**src/rtl/frame_pkg.sv**
```systemverilog
// Shared constants and state encoding for the frame sequencer and its divider.
// Draw-engine modes, game status codes and the FSM state type live here.
package frame_pkg;

    localparam logic [1:0] MODE_ERASE  = 2'b00;
    localparam logic [1:0] MODE_SPRITE = 2'b01;
    localparam logic [1:0] MODE_CLEAR  = 2'b10;
    localparam logic [1:0] MODE_SCREEN = 2'b11;

    localparam logic [1:0] ST_PLAY  = 2'b00;
    localparam logic [1:0] ST_WIN   = 2'b01;
    localparam logic [1:0] ST_LOSE  = 2'b10;
    localparam logic [1:0] ST_TITLE = 2'b11;

    localparam int STATE_W = 3;

    typedef enum logic [STATE_W-1:0] {
        S_IDLE   = 3'd0,
        S_LATCH  = 3'd1,
        S_ERASE  = 3'd2,
        S_SPRITE = 3'd3,
        S_CLEAR  = 3'd4,
        S_SCREEN = 3'd5,
        S_DONE   = 3'd6
    } state_t;

    // States that own the draw engine and issue exactly one command.
    function automatic logic is_cmd_state(input state_t s);
        return (s == S_ERASE) || (s == S_SPRITE) || (s == S_CLEAR) || (s == S_SCREEN);
    endfunction

    function automatic logic [1:0] state_mode(input state_t s);
        case (s)
            S_SPRITE: return MODE_SPRITE;
            S_CLEAR:  return MODE_CLEAR;
            S_SCREEN: return MODE_SCREEN;
            default:  return MODE_ERASE;
        endcase
    endfunction

endpackage

```
**src/rtl/frame_tick_gen.sv**
```systemverilog
// Free-running frame divider: counts 0..FRAME_DIV-1 and flags the last count
// as a one-cycle tick. Runs independently of the sequencer state.
module frame_tick_gen #(
    parameter int FRAME_DIV = 833333,
    parameter int CNT_W     = 20
) (
    input  logic clk,
    input  logic resetn,
    output logic tick
);

    localparam logic [CNT_W-1:0] LAST = CNT_W'(FRAME_DIV - 1);

    logic [CNT_W-1:0] count;

    assign tick = (count == LAST);

    // NOTE: sequential state is written with non-blocking assignments only, so
    // every flop samples pre-edge values regardless of process ordering.
    always_ff @(posedge clk or negedge resetn) begin
        if (!resetn) begin
            count <= '0;
        end else if (tick) begin
            count <= '0;
        end else begin
            count <= count + CNT_W'(1);
        end
    end

endmodule

```
**src/rtl/frame_sequencer.sv**
```systemverilog
// Frame scheduler: per tick, latch the game inputs and sequence
// clear/erase/sprite/screen draw commands, then pulse sync to game logic.
module frame_sequencer
    import frame_pkg::*;
#(
    parameter int FRAME_DIV = 833333,
    parameter int CNT_W     = 20,
    parameter int X_W       = 8,
    parameter int Y_W       = 7
) (
    input  logic           clk,
    input  logic           resetn,
    input  logic [1:0]     game_status,
    input  logic           bypass_erase,
    input  logic [X_W-1:0] prev_x,
    input  logic [X_W-1:0] curr_x,
    input  logic [Y_W-1:0] curr_y,
    input  logic           draw_done,
    output logic           draw_start,
    output logic [1:0]     draw_mode,
    output logic [X_W-1:0] draw_x,
    output logic [Y_W-1:0] draw_y,
    output logic           sync,
    output logic           busy,
    output logic           overrun
);

    state_t state;
    state_t state_nxt;

    logic tick;
    logic pending;

    logic [1:0]     last_status;
    logic [1:0]     lat_status;
    logic           lat_bypass;
    logic [X_W-1:0] lat_prev_x;
    logic [X_W-1:0] lat_curr_x;
    logic [Y_W-1:0] lat_curr_y;

    // Frame view of the inputs: live during LATCH (registers update at its
    // exit edge), latched copies for the rest of the frame.
    logic [1:0]     f_status;
    logic           f_bypass;
    logic [X_W-1:0] f_prev_x;
    logic [X_W-1:0] f_curr_x;
    logic [Y_W-1:0] f_curr_y;

    logic           done_ok;
    logic           cmd_go;
    logic [1:0]     cmd_mode;
    logic [X_W-1:0] cmd_x;
    logic [Y_W-1:0] cmd_y;

    frame_tick_gen #(
        .FRAME_DIV (FRAME_DIV),
        .CNT_W     (CNT_W)
    ) u_tick_gen (
        .clk    (clk),
        .resetn (resetn),
        .tick   (tick)
    );

    assign f_status = (state == S_LATCH) ? game_status  : lat_status;
    assign f_bypass = (state == S_LATCH) ? bypass_erase : lat_bypass;
    assign f_prev_x = (state == S_LATCH) ? prev_x       : lat_prev_x;
    assign f_curr_x = (state == S_LATCH) ? curr_x       : lat_curr_x;
    assign f_curr_y = (state == S_LATCH) ? curr_y       : lat_curr_y;

    // A done coincident with our own strobe belongs to no command of ours.
    assign done_ok = draw_done && !draw_start;

    assign sync = (state == S_DONE);
    assign busy = (state != S_IDLE);

    // NOTE: every always_comb output gets a default first, so no path through
    // the case statement can leave a value held and infer a latch.
    always_comb begin
        state_nxt = state;
        case (state)
            S_IDLE: begin
                if (tick || pending) state_nxt = S_LATCH;
            end
            S_LATCH: begin
                if (f_status != last_status)                 state_nxt = S_CLEAR;
                else if (f_status == ST_PLAY && !f_bypass)   state_nxt = S_ERASE;
                else if (f_status == ST_PLAY)                state_nxt = S_SPRITE;
                else                                         state_nxt = S_DONE;
            end
            S_ERASE: begin
                if (done_ok) state_nxt = S_SPRITE;
            end
            S_SPRITE: begin
                if (done_ok) state_nxt = S_DONE;
            end
            S_CLEAR: begin
                if (done_ok) state_nxt = (f_status == ST_PLAY) ? S_SPRITE : S_SCREEN;
            end
            S_SCREEN: begin
                if (done_ok) state_nxt = S_DONE;
            end
            S_DONE: begin
                state_nxt = S_IDLE;
            end
            default: begin
                state_nxt = S_IDLE;
            end
        endcase
    end

    // Command for the state being entered; issued only on a real state change.
    always_comb begin
        cmd_go   = is_cmd_state(state_nxt) && (state_nxt != state);
        cmd_mode = state_mode(state_nxt);
        cmd_x    = '0;
        cmd_y    = '0;
        case (state_nxt)
            S_ERASE: begin
                cmd_x = f_prev_x;
                cmd_y = f_curr_y;
            end
            S_SPRITE: begin
                cmd_x = f_curr_x;
                cmd_y = f_curr_y;
            end
            default: begin
                cmd_x = '0;
                cmd_y = '0;
            end
        endcase
    end

    always_ff @(posedge clk or negedge resetn) begin
        if (!resetn) begin
            state <= S_IDLE;
        end else begin
            state <= state_nxt;
        end
    end

    always_ff @(posedge clk or negedge resetn) begin
        if (!resetn) begin
            draw_start  <= 1'b0;
            draw_mode   <= MODE_ERASE;
            draw_x      <= '0;
            draw_y      <= '0;
            pending     <= 1'b0;
            overrun     <= 1'b0;
            last_status <= ST_TITLE;
            lat_status  <= ST_PLAY;
            lat_bypass  <= 1'b0;
            lat_prev_x  <= '0;
            lat_curr_x  <= '0;
            lat_curr_y  <= '0;
        end else begin
            draw_start <= cmd_go;
            if (cmd_go) begin
                draw_mode <= cmd_mode;
                draw_x    <= cmd_x;
                draw_y    <= cmd_y;
            end

            if (state == S_LATCH) begin
                lat_status <= game_status;
                lat_bypass <= bypass_erase;
                lat_prev_x <= prev_x;
                lat_curr_x <= curr_x;
                lat_curr_y <= curr_y;
                if (game_status != last_status) last_status <= game_status;
            end

            // IDLE consumes one queued tick; a fresh tick in the same cycle
            // starts this frame and the queued one stays for the next.
            if (state == S_IDLE) begin
                pending <= pending && tick;
            end else if (tick) begin
                pending <= 1'b1;
                if (pending) overrun <= 1'b1;
            end
        end
    end

endmodule

```
**config.mk**
```make
export PLATFORM = sky130hd
export DESIGN_NAME = frame_sequencer
export DESIGN_NICKNAME = d
export VERILOG_FILES = /design/src/rtl/frame_pkg.sv /design/src/rtl/frame_tick_gen.sv /design/src/rtl/frame_sequencer.sv
export SDC_FILE = /design/constraint.sdc
export NUM_CORES = 1
export LEC_CHECK = 0
export CAP_MARGIN = 5
export CORE_ASPECT_RATIO = 1.75
export CORE_UTILIZATION = 55
export CTS_CLUSTER_SIZE = 16
export DETAILED_ROUTE_END_ITERATION = 12
export GPL_ROUTABILITY_DRIVEN = 0
export PLACE_DENSITY = 0.81
export SKIP_CTS_REPAIR_TIMING = 1
export SLEW_MARGIN = 25
export SYNTH_ARGS = -nofsm -noshare
export SYNTH_HDL_FRONTEND = slang
export SYNTH_SLANG_ARGS = --single-unit
export TNS_END_PERCENT = 5
```
**constraint.sdc**
```tcl
create_clock -name clk -period 5.1 [get_ports clk]
set_input_delay 0.51 -clock clk [delete_from_list [all_inputs] [get_ports clk]]
set_output_delay 0.51 -clock clk [all_outputs]
set_load 0.02 [all_outputs]
```
==> qor.txt <==
setup tns final = 0 ns
syn_area_per_cell = 11.6 sq um
diode count = 0
port buffer count = 49
Yosys cell types = 45
CP arrival = 2.98 ns
yosys synthesis warning count = 0
most frequent cells in the layout = 68 x dfrtp_1, 48 x clkdlybuf4s50_1, 30 x mux2_2
Initial Util = 0.572
area of the multi-input gates = 1320 sq um
max cap viols = 0
dpl ws = 1.99 ns
pin count of the biggest net entering global routing = 71
Clk Latency, worst-skew pair = 0.34 ns
sequential area share after synthesis = 0.553
crit path kind = primary input to flop
Die Area = 6090 sq um
Area after DPL = 3720 sq um
CTS buffer count = 9
CP max FO = 17
first-pass GRT wire length = 10,400 um
Avg WL per Cell = 15.6 um
Area Overhead vs Synth = 25.2%
total gr overflow = 0
total global-route track usage = 0.237
initial antenna violation count = 0
worst relative slew slack = 0.402
final setup margin = 2.34 ns
synthesis-stage register bit count = 70
Max clock buf depth = 2
fin area = 3970 sq um
Worst VDD drop = 0.255 mV
final WL = 6350 um
CTS tree = built
Syn Std Cell Area = 3170 sq um
RSZ-0062 raised after global routing = false
Post-Synthesis Cells = 274
status = finished clean
drt pass-1 iters = 4
CTS clock-pin slew for the worst setup and hold paths = 0.07 ns
vias in the first global route = 2,324
CTS root buf = clkbuf_8
Max Slew Vio Count = 0
CP Launch Type = primary input
Layout fillers = 406
Critical Path End Type = flop
routed vias/inst = 5.45
Post-route DRC = 0
final hold vios = 0
largest cells by area after synthesis = dfrtp_1 54%, mux2_2 11%, xnor2_1 3.6%
core area = 5540 sq um
IO Pins = 50
Post-DRT Antenna Nets = 0
DR vias = 2,223
CTS H-tree lvls = 3
CP required = 5.32 ns
pwr dens = 565 nW/um^2
DR iter-0 viols = 49
Synth area leader = dfrtp_1
post-synthesis net count = 305
worst slew pin tran = 0.891 ns
leading cell type in the layout, fill and taps excluded = dfrtp_1
hpwl dp = 4440 um
layout cells sized above 1 = 0.187
Final Cycle Share = 0.540
Setup Skew = 0.0101 ns
Sink Count = 70
nets = 358
LEAKAGE = 1.73 nW
top cell type's share of synthesized area = 0.536
Peak Freq = 363 MHz
die height = 102 um
Rows = 36
post-route minimum period = 2.76 ns
register area = 1750 sq um
DIE WIDTH = 59.4 um
setup violators final = 0
type of the most critical hold path = primary input to asynchronous set/reset pin
## stage by stage
| step | cells | utilization | total power [mW] | hold WS (ns) |
|---|---|---|---|---|
| after global placement | 392 | 0.671 | 1.67 | 0.470 |
| after CTS | 408 | 0.717 | 2.27 | 0.376 |
| after floorplan | 274 | - | 1.46 | 0.214 |
| after detailed placement | 392 | 0.671 | 1.70 | 0.476 |
| after global routing | 408 | 0.717 | 2.38 | 0.443 |
| final | 408 | 0.717 | 2.24 | 0.369 |
## sequential cells by signal, indices dropped and copies added, names as in the netlist
register          flops
draw_mode             2
draw_start            1
draw_x                8
draw_y                7
last_status           2
lat_curr_x            8
lat_curr_y            7
lat_prev_x            8
lat_status            2
overrun               1
pending               1
state                 3
u_tick_gen.count     20
## critical path, cell delays in order
cell and delay, ns:
clkdlybuf4s50_1 0.45, nor4_1 0.38, nand3_1 0.17, o21ai_2 0.21
xor2_1 0.14, o21ai_2 0.69, mux2_2 0.42
## kinds of logic after synthesis
logic type | share of synthesized area
muxes | 0.116
AOI/OAI and AO/OA | 0.0742
buffers and inverters | 0.0316
DFF | 0.553
and+or+nand+nor | 0.153
xor gates and xnor gates | 0.0608
adders and majority gates | 0.0110
## path summary, 6_finish.rpt
check	startpoint	endpoint	slack (ns)	cells after the start
max in group asynchronous	resetn	lat_curr_y[0]	4.19	2
hold / removal	resetn	lat_curr_x[4]	0.37	2
setup reg to reg	state[2]	draw_x[0]	2.44	6
hold reg to reg	overrun	overrun	0.49	1
min in group clk	overrun	overrun	0.49	1
setup / recovery	game_status[0]	draw_x[0]	2.34	7
## cell type report
cell class,count,share of cell area
Timing Repair Buffer,52,0.128
Clock inverter,7,0.0321
Sequential cell,70,0.442
Multi-Input combinational cell,184,0.333
Tap cell,76,0.0240
Inverter,10,0.00945
Clock buffer,9,0.0312
## cells in the mapped netlist, drive strengths merged
| cell type | number |
|---|---|
| nor4bb | 1 |
| xnor2 | 13 |
| nor3b | 2 |
| clkbuf | 4 |
| ha | 2 |
| a22o | 7 |
| o211ai | 1 |
| xor2 | 9 |
| or3b | 1 |
| dfstp | 2 |
| a31oi | 1 |
| nor3 | 1 |
| o2bb2ai | 1 |
| and2b | 2 |
| nand4b | 1 |
| o21bai | 2 |
| nand3 | 16 |
| nor4 | 4 |
| a21oi | 3 |
| nor2 | 25 |
| inv | 10 |
| buf | 6 |
| dfrtp | 68 |
| nor4b | 1 |
| nand2b | 10 |
| or3 | 2 |
| a31o | 1 |
| nand4 | 6 |
| maj3 | 1 |
| nor2b | 4 |
| and4 | 1 |
| mux2 | 32 |
| o21ai | 17 |
| a211o | 1 |
| a211oi | 1 |
| nand2 | 15 |
## where the power goes
part	switching, mW	leakage (nW)	internal, mW	total [mW]
sequential	0.0906	0.884	0.728	0.819
combinational	0.450	0.720	0.421	0.871
clock	0.222	0.127	0.333	0.555
## metal layers
metal	vias to the layer above	wire length (um)	track usage
met5	-	0	0
met4	0	161	0.147
met3	15	239	0.0468
met2	55	3520	0.420
met1	1102	2430	0.250
li1	1051	-	-
No activity file was read; power rests on OpenSTA's default activity.
